$ cat config.mk
export PLATFORM = sky130hd
export DESIGN_NAME = proc_control
export DESIGN_NICKNAME = d
export VERILOG_FILES = /design/src/rtl/proc_control.sv
export SDC_FILE = /design/constraint.sdc
export NUM_CORES = 1
export LEC_CHECK = 0
export CAP_MARGIN = 20
export CORE_MARGIN = 5
export CORE_UTILIZATION = 45
export CTS_BUF_LIST = sky130_fd_sc_hd__clkbuf_4
export CTS_CLUSTER_DIAMETER = 120
export DETAILED_ROUTE_END_ITERATION = 16
export GPL_ROUTABILITY_DRIVEN = 0
export PLACE_DENSITY_LB_ADDON = 0.05
export RECOVER_POWER = 25
export SLEW_MARGIN = 20
export SYNTH_ARGS = -nofsm -noshare
export SYNTH_HDL_FRONTEND = slang
export SYNTH_SLANG_ARGS = --single-unit
$ cat constraint.sdc
create_clock -name Clock -period 2.6 [get_ports Clock]
set_input_delay 0.65 -clock Clock [delete_from_list [all_inputs] [get_ports Clock]]
set_output_delay 0.65 -clock Clock [all_outputs]
set_load 0.05 [all_outputs]
$ cat src/rtl/proc_control.sv
// proc_control: multicycle T0-T3 control unit for the 16-bit processor datapath.
// Latches the instruction from DIN and decodes register/bus/ALU strobes per state.
`default_nettype none

module proc_control #(
  parameter int n = 16
) (
  input  logic         Clock,
  input  logic         Resetn,
  input  logic         Run,
  input  logic [n-1:0] DIN,
  output logic         IRin,
  output logic [7:0]   Rin,
  output logic [7:0]   Rout,
  output logic         DINout,
  output logic         Gout,
  output logic         Ain,
  output logic         Gin,
  output logic [3:0]   ALUop,
  output logic         AddSub,
  output logic         Done
);

  typedef enum logic [1:0] {
    T0 = 2'd0,
    T1 = 2'd1,
    T2 = 2'd2,
    T3 = 2'd3
  } state_t;

  localparam logic [3:0] OP_MV  = 4'b0110;
  localparam logic [3:0] OP_MVI = 4'b0111;
  localparam logic [3:0] OP_SUB = 4'b0001;

  state_t       state, next_state;
  logic [n-1:0] ir;
  logic [3:0]   opcode;
  logic [2:0]   rx, ry;
  logic [7:0]   rx_sel, ry_sel;
  logic         is_alu;

  assign opcode = ir[n-1:n-4];
  assign rx     = ir[n-5:n-7];
  assign ry     = ir[n-8:n-10];
  assign rx_sel = 8'b1 << rx;
  assign ry_sel = 8'b1 << ry;
  assign is_alu = (opcode <= 4'b0101);

  generate
    if (n > 10) begin : g_ir_spare
      logic unused_ir_bits;
      assign unused_ir_bits = ^ir[n-11:0];
    end
  endgenerate

  always_ff @(posedge Clock or negedge Resetn) begin
    if (!Resetn) begin
      state <= T0;
      ir    <= '0;
    end else begin
      state <= next_state;
      if (state == T0 && Run)
        ir <= DIN;
    end
  end

  always_comb begin
    next_state = state;
    IRin       = 1'b0;
    Rin        = 8'b0;
    Rout       = 8'b0;
    DINout     = 1'b0;
    Gout       = 1'b0;
    Ain        = 1'b0;
    Gin        = 1'b0;
    ALUop      = 4'b0000;
    AddSub     = 1'b0;
    Done       = 1'b0;
    case (state)
      T0: begin
        // Run is combinational here, so gate with reset to keep IRin low during reset.
        IRin       = Run & Resetn;
        next_state = Run ? T1 : T0;
      end
      T1: begin
        next_state = T0;
        if (opcode == OP_MV) begin
          Rout = ry_sel;
          Rin  = rx_sel;
          Done = 1'b1;
        end else if (opcode == OP_MVI) begin
          DINout = 1'b1;
          Rin    = rx_sel;
          Done   = 1'b1;
        end else if (is_alu) begin
          Rout       = rx_sel;
          Ain        = 1'b1;
          next_state = T2;
        end else begin
          Done = 1'b1;
        end
      end
      T2: begin
        Rout       = ry_sel;
        Gin        = 1'b1;
        ALUop      = opcode;
        AddSub     = (opcode == OP_SUB);
        next_state = T3;
      end
      T3: begin
        Gout       = 1'b1;
        Rin        = rx_sel;
        Done       = 1'b1;
        next_state = T0;
      end
      default: next_state = T0;
    endcase
  end

endmodule

`default_nettype wire
# After elaboration in Yosys (flattened, before gate mapping)

Cells that the tools add are included.

Input bits: 19
Output and inout port bits: 27
Logic and storage cells: 42
Bits in registers: 18

Shift-type cells: 2
Bitwise operators: 1
Equality and inequality tests: 6
Muxes and demuxes: 28
Reductions and logical operators: 2
Order comparisons: 1

Operators with widths:

| cell                  | count |
|---|---|
| $mux W8               | 5 |
| $pmux W8 S2           | 2 |
| $shl A1 B3 Y8 const A | 2 |
| $mux W1               | 15 |
| $eq A4 B3 Y1 const B  | 2 |
| $pmux W2 S4           | 1 |
| $mux W2               | 3 |
| $eq A2 B2 Y1 const B  | 2 |
| $eq A4 B1 Y1 const B  | 1 |
| $le A4 B3 Y1 const B  | 1 |
| $mux W4               | 1 |
| $eq A2 B1 Y1 const B  | 1 |
| $logic_not A2 Y1      | 1 |
| $pmux W1 S2           | 1 |
| $and A1 B1 Y1         | 1 |
| $logic_and A1 B1 Y1   | 1 |

# Depth between registers and ports, before layout

Gate-level depths: netlist of run 1.

Word-level depth: 5
Depth in mapped cells: 6
Depth with buffers taken out: 5

# Least setup slack after synthesis of run 1

Ideal clock, no wire load.

Path kind: flip-flop to output port
From: register state[0]
To: output AddSub
Required time: 1.950 ns
Path buffers: 1
Path slack: -1.688 ns
Cell stages (with the launch flop): 7
Arrival: 3.638 ns
Cells stage by stage: dfrtp_1 inv_1 ha_1 buf_2 inv_1 nor2_1 nor4b_1

Word-level cells in the longest chain between the ends: 2

RTL lines:

| element                  | line | source |
|---|---|---|
| start: declaration       | 35   | `state_t state, next_state;` |
| start signal: assignment | 61   | `state <= next_state;` |
| $eq A2 B2 Y1             | 79   | `case (state)` |
| $mux W1                  | 79   |  |
| end: declaration         | 20   | `output logic AddSub,` |

No other way between the ends.

# Worst setup path in the final report of run 1

From: register state[0]
To: output Rout[3]

Word-level cells in the longest chain between the ends: 2
Elaborated cells on any way between the ends: 3
Classes of those cells: eq/ne (2); mux (1)

RTL lines:

| element                                             | line | source |
|---|---|---|
| $eq A2 B2 Y1 / $eq A2 B1 Y1 (equally long branches) | 79   |  |
| $pmux W8 S2 (*)                                     | 79   |  |
| end: declaration                                    | 14   | `output logic [7:0] Rout,` |

Every way passes the cells marked *; elsewhere a longest branch is shown, timed or not.

==> results of run 1 <==
placed cells by master, fill, tap and decap left out, types with 2 or more instances in the layout:
cell	count
nand3_1	2
o32ai_4	2
clkbuf_4	3
dfrtp_1	12
nor3_1	3
nor3b_1	3
o21ai_0	6
inv_2	2
buf_4	15
nor3_2	2
and2_1	4
nand2_1	5
o211ai_1	2
inv_1	3
nand2b_1	4
ha_4	3
buf_12	18
and3b_1	2
nor2_1	11
clkdlybuf4s50_1	12
o22ai_2	4
mux2_2	10
through the flow:
step                      cell area (sq um)  total power, mW  utilization [%]  hold slack (ns)  setup TNS (ns)
after floorplan                        1040             1.15                -            0.354          -0.129
after global placement                 1590             1.39             79.6            0.556               0
after detailed placement               1590             1.44             79.6            0.594               0
after CTS                              1680             1.62             84.1            0.662        -0.00360
after global routing                   1750             1.86             87.2            0.704          -0.432
final                                  1750             1.75             87.2            0.675         -0.0395
cells by family after synthesis:
logic type,count (synthesis)
flip-flops,12
AND/OR/NAND/NOR,47
adder cells (fa/ha/maj),4
multiplexers,10
AO/OA/AOI/OAI,21
buffers and inverters,13
worst paths after layout:
path	startpoint	end
worst min register to register	register	register
worst max register to register	state[0]	ir[7]
max in group asynchronous	Resetn	ir[14]
min in group asynchronous	Resetn	ir[9]
worst min-delay path	register	register
worst max-delay path	state[0]	Rout[3]
sequential cells by signal, indices dropped and copies added (netlist names), named ones only:
name / flops
ir: 10
state: 1
area by class of cell:
type	instances	area (sq um)
clock buffer	3	22.5
timing repair buffer	48	619
multi-input combinational	82	747
tap	27	33.8
sequential	12	300
clock inverter	1	3.75
inverter	5	18.8
fill	98	256
power groups by stage:
stage	logic, mW	clock network [mW]	registers [mW]
after floorplan	0.788	0	0.364
after global placement	0.915	0	0.474
after detailed placement	0.945	0	0.490
after CTS	1.01	0.116	0.493
after global routing	1.19	0.134	0.529
final	1.13	0.114	0.512
worst max-delay path: stages (launching register included):
cell            delay, ns
dfrtp_1              0.42
inv_2                0.11
ha_4                 0.23
dlymetal6s2s_1       0.19
and4b_1              0.22
a21oi_2              0.21
o22ai_2              0.14
buf_12               0.17
metal layers:
layer,track usage [%],vias up,part of all wire [%]
li1,-,478,-
met1,23.2,521,35
met2,35.1,58,53
met3,2.55,22,6.4
met4,9.83,0,5.7
met5,0,-,0
timing repair:
item / in CTS / in global routing
setup endpoints to repair: 6 / 15
hold endpoints to repair: 0 / 0
resized for setup: 5 / 6
setup buffers: 4 / 4
pin swaps: 3 / 5
==> reports/summary.txt, run 1 <==
Synth area leader: dfrtp_1
Final nets: 175
Cell depth of the worst hold path: 2
Initial antenna violation count: 0
DRC viols: 0
Sw Ratio: 52.8%
P per Cell Area: 1000 mW/mm^2
Die span in y: 56.1 um
Top cells by area, synth: dfrtp_1 31%, mux2_2 12%, ha_1 5.2%
Number of flops mapped to enable cells by yosys: 0
Fraction of registers with async set/reset: 100%
Main combinational cell family by area after synthesis: simple AND/OR/NAND/NOR gates
# clock sinks: 12
Failing checks: setup timing
Crit end category: output pin
Primary FF master, synth: dfrtp_1
Post-Synth Adder-Cell Area: 5.24%
Reg clk slew, reported paths: 0.07 ns
CORE AREA: 0.00200 sq mm
Synth top cells by count: 12 x dfrtp_1, 12 x nor2_1, 10 x mux2_2
Max clock buf depth: 2
Fraction of synthesized cell area in xor and xnor cells: 0%
Compound-Gate Fraction of Synth Area: 15.1%
Clock Latency Late Sink: 0.28 ns
Power Internal: 0.828 mW
Input/output buffers: 39
Average wire per standard cell: 19.0 um
Syn_nets: 130
Combinational Power Share: 64.3%
Synthesized area: 956 sq um
DR vias/cell: 6.06
Clock tree from TritonCTS: yes
Die footprint: 0.00315 sq mm
Vias in the first global route: 1018
Post-CTS Hold Buffers: 0
Max cap viols: 0
Critical path type: reg -> out
RSZ-0062 raised after global routing: true
Inserted Diodes: 0
Skew final: 0.00443 ns
Reg2Reg Depth: 4
P_sw: 0.925 mW
Pre-CTS setup slack: 0.124 ns
Mux cell area share after synthesis: 11.8%
Register bit total from synthesis: 12
F_max: 381 MHz
Fin crit share: 101%
First-pass GRT wire length: 4.99 mm
Clock power share: 6.5%
Peak VDD IR: 0.928 mV
Area grow syn2layout: 82.6%
Final Hold Vio Count: 0
CTS Buf Count: 3
Post-synthesis sequential area ratio: 31.4%
Syn Area/Cell: 8.93 sq um
Gr ovfl total: 0
YS warnings: 0
Slew Viols, Final: 0
DP Wirelength: 2.37 mm
Drt total wl: 3.38 mm
Top-area cell type share of the netlist area: 31.4%
Slew HR: 59.3%
Worst hold path class: reg -> reg
Row count: 16
ANT nets after route: 0
Final worst slack: -0.0219 ns
CP Launch Type: register
Share of layout cells above drive strength 1: 45.0%
Sequential share of power: 29.2%
DP Cell Count: 166
Pin count of the biggest net entering global routing: 13
Finished Layout Cells: 178
Total GRT Usage: 19.8%
Top Ports: 46
Die Width: 56.1 um
Drt pass-1 iters: 4
Static Leakage: 0.685 nW
Worst slew pin tran: 0.611 ns
Final Setup Violations: 2
Period minus WS final: 2.62 ns
H-Tree Depth: 1
Root buffer cell: clkbuf_4
Initial DRC Count: 18
Req. time, crit path: 1.95 ns
Maximum fanout along the worst path: 6
Initial Utilization: 47.8%
Status: finished with violations
Syn Inst Count: 107
Flop-to-flop setup slack: 1.09 ns
CP arrival: 1.97 ns
Vias post-DR: 1079
Unique masters post-synth: 36
Simple logic cell fraction of the synthesized area: 30.2%
Power figures use the tool's default switching activity.
==> inputs of run 2 (changes only) <==
Settings changed: SETUP_SLACK_MARGIN set to 0.5.
==> run 2 against run 1 <==
Net effect:
- the flow now stops in 5_1_grt
- synthesized cell count unchanged
- synthesized area unchanged
==> reports/summary.txt, run 2 <==
Root buffer cell: clkbuf_4
Synthesized area: 956 sq um (unchanged)
Initial Utilization: 47.8% (unchanged)
Main combinational cell family by area after synthesis: simple AND/OR/NAND/NOR gates
Tool error: [ERROR DPL-0038] Utilization greater than 100%, impossible to legalize
YS warnings: 0 (unchanged)
Unique masters post-synth: 36 (unchanged)
Synth top cells by count: 12 x dfrtp_1, 12 x nor2_1, 10 x mux2_2
Register bit total from synthesis: 12 (unchanged)
Mux cell area share after synthesis: 11.8% (unchanged)
Syn Area/Cell: 8.93 sq um (unchanged)
# clock sinks: 12 (unchanged)
DP Wirelength: 2.42 mm (+2.0%)
Simple logic cell fraction of the synthesized area: 30.2% (unchanged)
Number of flops mapped to enable cells by yosys: 0 (unchanged)
Post-Synth Adder-Cell Area: 5.24% (unchanged)
Input/output buffers: 39 (unchanged)
Primary FF master, synth: dfrtp_1
Post-synthesis sequential area ratio: 31.4% (unchanged)
Row count: 16 (unchanged)
Syn_nets: 130 (unchanged)
H-Tree Depth: 1 (unchanged)
Die Width: 56.1 um (unchanged)
Compound-Gate Fraction of Synth Area: 15.1% (unchanged)
Syn Inst Count: 107 (unchanged)
Die span in y: 56.1 um (unchanged)
Stopped at: 5_1_grt
CTS Buf Count: 3 (unchanged)
Fraction of registers with async set/reset: 100% (unchanged)
Post-CTS Hold Buffers: 0 (unchanged)
Status: stopped before the end
Grt repair worst endpoint: Rout[4]
Max clock buf depth: 2 (unchanged)
Top cells by area, synth: dfrtp_1 31%, mux2_2 12%, ha_1 5.2%
Top Ports: 46 (unchanged)
Fraction of synthesized cell area in xor and xnor cells: 0% (unchanged)
WEP type: output port
Pin count of the biggest net entering global routing: 13
Top-area cell type share of the netlist area: 31.4% (unchanged)
Synth area leader: dfrtp_1
run 2: cell counts after synthesis:
No cell type changed its count.
run 2: through the flow:
step,cell area [sq um],std cells,setup slack [ns],util (%),hold slack (ns)
after CTS,1930,182,0.0428,96.2,0.477
after detailed placement,1710,166,0.117,85.6,0.595
after global placement,1710,166,0.167,85.6,0.579
after floorplan,1180,107,0.0830,-,0.354
run 2: kinds of logic after synthesis:
kind of cell    count (synthesis)
fa+ha+maj                       4
simple gates                   47
buf+inv                        13
compound gates                 21
mux                            10
flops                          12
run 2: what timing repair did:
action                                 CTS
setup endpoints to repair               23
resized for setup                       30
pin swaps                               15
endpoints found under the hold margin    0
buffers inserted                        13
==> inputs of run 3 (changes only) <==
Settings changed: CORE_AREA set to 5 5 66 68, CORE_MARGIN 5 to unset, CORE_UTILIZATION 45 to unset, CTS_BUF_LIST sky130_fd_sc_hd__clkbuf_4 to unset, CTS_CLUSTER_DIAMETER 120 to unset, DIE_AREA set to 0 0 71 73, PLACE_DENSITY_LB_ADDON 0.05 to 0.15, SETUP_SLACK_MARGIN 0.5 to unset.
==> run 3 against run 2 <==
Net effect:
- the run now ends clean
==> reports/summary.txt, run 3 (synthesis gave the netlist of run 1 again) <==
Status: finished clean
Period minus WS final: 2.51 ns
Power Internal: 0.830 mW
Met2 usage: 19.8%
Worst hold path class: reg -> reg
Reg with most FFs: ir
First-pass GRT wire length: 4.55 mm
DR vias/cell: 4.82
Max reg flops: 10
Skew final: 0.00258 ns
Clock Latency Late Sink: 0.24 ns
Sw Ratio: 51.1%
CTS Buf Count: 3 (unchanged)
DP Wirelength: 2.26 mm (-6.5%)
Clock tree from TritonCTS: yes
Max cap viols: 0
Req. time, crit path: 1.95 ns
Peak VDD IR: 0.481 mV
Utilization after layout: 45.7%
GR peak layer: met2
Average wire per standard cell: 14.4 um
# clock sinks: 12 (unchanged)
Finished Layout Cells: 194
Area grow syn2layout: 81.5%
Die span in y: 73 um (+30%)
Multi-input logic area: 746 sq um
Flop-to-flop setup slack: 1.09 ns
Share of layout cells above drive strength 1: 43.1%
CP Launch Type: register
Reg clk slew, reported paths: 0.05 ns
Initial DRC Count: 41
Gr ovfl total: 0
Post-DP Area: 0.00162 sq mm (-5.4%)
Maximum fanout along the worst path: 6
M3 GR Usage: 1.65%
Initial Utilization: 25.2% (-23 points)
Static Leakage: 0.655 nW
P per Cell Area: 978 mW/mm^2
Final Setup Violations: 0
PnR Total Power: 1.70 mW
DRC viols: 0
Count of buffer and inverter cells on the critical path: 3
Slowest CP cell: dfrtp_1
CORE AREA: 0.00380 sq mm
Most frequent cells in the layout: 18 x buf_12, 12 x dfrtp_1, 12 x clkdlybuf4s50_1, 11 x nor2_1, 10 x mux2_2
Drt pass-1 iters: 4
H-Tree Depth: 1 (unchanged)
Worst setup startpoint: state[0]
F_max: 398 MHz
Biggest regs: ir: 10 flops, state: 1 flops
Final instance area: 0.00174 sq mm
Crit-path cells: inv_2 -> ha_4 -> clkbuf_2 -> and4b_1 -> a21oi_2 -> o32ai_4 -> buf_12
Worst path top cell family by delay: buffers and inverters
Met1 Track Usage GR: 12.9%
Pre-CTS setup slack: 0.151 ns (+0.0347 ns)
Sequential share of power: 29.9%
DP Cell Count: 189 (+14%)
Fin crit share: 96.7%
Max clock buf depth: 2 (unchanged)
Critical path type: reg -> out
Final Hold Vio Count: 0
Worst hold margin: 0.595 ns
Inserted Diodes: 0
Die footprint: 0.00518 sq mm
Slowest stage delay, CP: 0.42 ns
Drt total wl: 2.78 mm
R2r startpoint: state[0]
Slew Viols, Final: 0
Vias post-DR: 936
Register area: 300 sq um
Root buffer cell: clkbuf_8
Input/output buffers: 39 (unchanged)
Filler cell count: 400
Worst slew pin tran: 0.628 ns
Row count: 23 (+7)
Total GRT Usage: 10.8%
Crit end category: output pin
Slew HR: 58.1%
Final worst slack: 0.0867 ns
ANT nets after route: 0
P_sw: 0.867 mW
Initial antenna violation count: 0
Final nets: 169
Pin count of the biggest net entering global routing: 13
Vias in the first global route: 994
Clock power share: 9.6%
Fin Setup TNS: 0 ns
Commonest non-fill, non-tap cell in the layout: buf_12
Beginning of the worst hold path: state[0]
Top Ports: 46 (unchanged)
CP arrival: 1.86 ns
Combinational Power Share: 60.5%
Post-CTS Hold Buffers: 0 (unchanged)
Die Width: 71 um (+27%)
## run 3: path summary, 6_finish.rpt
path	end	cells after the start
max in group asynchronous	ir[14]	2
setup / recovery	Rout[1]	7
hold reg to reg	register	1
setup reg to reg	ir[14]	4
hold / removal	register	1
min in group asynchronous	ir[9]	2
## run 3: layout make-up
type | count | area share (%)
Sequential cell | 12 | 17.3
Clock buffer | 3 | 2.38
Multi-Input combinational cell | 82 | 43.0
Tap cell | 50 | 3.60
Timing Repair Buffer | 42 | 32.7
Inverter | 5 | 1.08
## run 3: timing repair
action                     CTS  global route
resized for setup            4             6
setup endpoints to repair    5             9
pin swaps                    1             5
buffers inserted             0             2
## run 3: metal layers
layer | part of all wire [%] | wire length (um) | up-vias
met3 | 3.8 | 107 | 2
met4 | 0.61 | 17 | 0
met1 | 43 | 1200 | 446
li1 | - | - | 465
met5 | 0 | 0 | -
met2 | 52 | 1460 | 23
## run 3: power groups by stage
stage	registers, mW	logic (mW)	clock network (mW)
2_1_floorplan	0.364	0.788	0
3_3_place_gp	0.485	0.933	0
3_5_place_dp	0.491	0.943	0
4_1_cts	0.498	0.983	0.171
5_1_grt	0.536	1.10	0.176
6_report	0.508	1.03	0.162
==> inputs of run 4 (changes only) <==
Settings changed: CELL_PAD_IN_SITES_DETAIL_PLACEMENT set to 1, CELL_PAD_IN_SITES_GLOBAL_PLACEMENT set to 1, CTS_BUF_LIST set to sky130_fd_sc_hd__clkbuf_4 sky130_fd_sc_hd__clkbuf_8, HOLD_SLACK_MARGIN set to 0.03.
==> run 4 against run 3 <==
Net effect:
- global-route usage up 1.8 points
- clock-buffer cell count unchanged
- non-clock buffer count is 1 higher
- register-to-register slack improved by 0.07 ns
- worst setup slack got worse by 0.0015 ns
- maximum frequency is essentially flat
- wire length up 11%
- total power rose by 0.19%
- critical path type unchanged
- sequential power about the same
- utilization hardly changed
- clock power barely moved
- final cell count is 0.52% higher
==> reports/summary.txt, run 4 (synthesis gave the netlist of run 1 again) <==
Static Leakage: 0.652 nW (-0.38%)
Max reg flops: 10 (unchanged)
P per Cell Area: 979 mW/mm^2 (+0.11%)
Max cap viols: 0 (unchanged)
Post-DP Area: 0.00162 sq mm (unchanged)
Die Width: 71 um (unchanged)
Crit end category: output pin
Share of layout cells above drive strength 1: 44.1% (+1.1 points)
Pin count of the biggest net entering global routing: 13 (unchanged)
CORE AREA: 0.00380 sq mm (unchanged)
Final Hold Vio Count: 0 (unchanged)
Total GRT Usage: 12.6% (+1.8 points)
Slowest stage delay, CP: 0.39 ns (-0.03 ns)
Worst slew pin tran: 0.658 ns (+0.0297 ns)
Commonest non-fill, non-tap cell in the layout: buf_12
Inserted Diodes: 0 (unchanged)
Cell depth of the worst hold path: 2 (+1)
Combinational Power Share: 60.7% (+0.2 points)
CTS Buf Count: 3 (unchanged)
Peak VDD IR: 0.505 mV (+5.0%)
Initial DRC Count: 29 (-29%)
Status: finished clean
Most frequent cells in the layout: 18 x buf_12, 12 x dfrtp_1, 12 x clkdlybuf4s50_1, 11 x nor2_1, 11 x buf_4
DP Wirelength: 2.58 mm (+14%)
Vias in the first global route: 1034 (+4.0%)
Final instance area: 0.00174 sq mm (about the same)
Average wire per standard cell: 15.9 um (+11%)
Slowest CP cell: dfrtp_1
Crit-path cells: inv_2 -> ha_2 -> and2b_2 -> o211ai_1 -> buf_4 -> o32ai_4 -> buf_12
Reg with most FFs: ir
Final Setup Violations: 0 (unchanged)
Top Ports: 46 (unchanged)
Reg2Reg Depth: 4 (unchanged)
Drt total wl: 3.10 mm (+11%)
Fin Setup TNS: 0 ns (unchanged)
CP Launch Type: register
Biggest regs: ir: 10 flops, state: 1 flops
Row count: 23 (unchanged)
Clock tree from TritonCTS: yes
Area grow syn2layout: 81.7% (about the same)
Slew Viols, Final: 0 (unchanged)
Filler cell count: 430 (+7.5%)
Worst hold margin: 0.631 ns (+0.0365 ns)
Drt pass-1 iters: 4 (unchanged)
P_sw: 0.874 mW (+0.83%)
Input/output buffers: 39 (unchanged)
Max clock buf depth: 2 (unchanged)
Period minus WS final: 2.51 ns (+0.00150 ns)
Utilization after layout: 45.7% (about the same)
Die span in y: 73 um (unchanged)
Req. time, crit path: 1.95 ns (about the same)
Root buffer cell: clkbuf_8
CP arrival: 1.86 ns (about the same)
First-pass GRT wire length: 5.26 mm (+15%)
Initial Utilization: 25.2% (unchanged)
Finished Layout Cells: 195 (+0.52%)
Critical path type: reg -> out
RSZ-0062 raised after global routing: false
Die footprint: 0.00518 sq mm (unchanged)
RR Endpoint: ir[12]
Sequential share of power: 29.7% (-0.2 points)
Clock Latency Late Sink: 0.24 ns (about the same)
Sw Ratio: 51.4% (+0.33 points)
Reg clk slew, reported paths: 0.04 ns (about the same)
Post-CTS Hold Buffers: 0 (unchanged)
Flop-to-flop setup slack: 1.16 ns (+0.07 ns)
Worst hold path class: reg -> reg
DR vias/cell: 4.95 (+2.7%)
H-Tree Depth: 1 (unchanged)
Initial antenna violation count: 0 (unchanged)
# clock sinks: 12 (unchanged)
Final nets: 170 (+0.59%)
DP Cell Count: 189 (unchanged)
Slew HR: 56.1% (-2.0 points)
Fin crit share: 96.7% (about the same)
Vias post-DR: 966 (+3.2%)
DRC viols: 0 (unchanged)
Power Internal: 0.826 mW (-0.49%)
Gr ovfl total: 0 (unchanged)
Skew final: 0.00617 ns (+0.00359 ns)
ANT nets after route: 0 (unchanged)
Clock power share: 9.6% (about the same)
F_max: 398 MHz (about the same)
Maximum fanout along the worst path: 5 (-1)
==> run 4: cell types whose count changed in the layout (fill, tap and decap cells not counted), sizes merged <==
cell	change
buf	+2
clkbuf	-1
==> run 4: worst max path at each step <==
stage / to / cells past startpoint / slack (ns)
finish: Rout[4] / 7 / 0.09
global route: Rout[4] / 7 / 0.01
CTS: Rout[3] / 6 / 0.007
detailed placement: Rout[4] / 6 / 0.12
global placement: Rout[4] / 6 / 0.17
floorplan: AddSub / 6 / -0.13
==> run 4: stage by stage <==
step / power, mW / setup slack (ns)
finish: 1.70 / 0.0852
global route: 1.82 / 0.0113
CTS: 1.70 / 0.00679
detailed placement: 1.46 / 0.121
global placement: 1.43 / 0.168
floorplan: 1.15 / -0.129
==> run 4: critical path, delay by kind of cell (launching register included) <==
kind	cells	cell delay, ns
AND/OR/NAND/NOR	1	0.22
AO/OA/AOI/OAI	2	0.38
buffers and inverters	3	0.43
flip-flops	1	0.39
adder cells (fa/ha/maj)	1	0.21
==> run 4: area by class of cell <==
type | instances | area, sq um | share of cell area (%)
multi-input cells | 82 | 737 | 42.4
clock buffers | 3 | 41.3 | 2.38
repair buffers | 43 | 577 | 33.2
inverters | 5 | 18.8 | 1.08
well taps | 50 | 62.6 | 3.60
flip-flops and latches | 12 | 300 | 17.3
==> run 4: routing by layer <==
layer / GRT usage [%] / up-vias / share of wire, %
li1: - / 465 / -
met1: 16.5 / 472 / 43
met2: 21.5 / 24 / 52
met3: 2.07 / 5 / 3.5
met4: 3.76 / 0 / 1.4
met5: 0 / - / 0
==> run 4: power by group through the flow <==
stage / clock network [mW] / logic [mW] / registers, mW
3_3_place_gp: 0 / 0.938 / 0.491
2_1_floorplan: 0 / 0.788 / 0.364
3_5_place_dp: 0 / 0.962 / 0.500
4_1_cts: 0.168 / 1.02 / 0.515
5_1_grt: 0.174 / 1.11 / 0.530
6_report: 0.163 / 1.03 / 0.506
==> run 4: timing repair <==
action,in CTS,in global routing
endpoints found under the setup margin,6,9
gates resized for setup,9,1
pin swaps,6,3
setup buffers,0,3
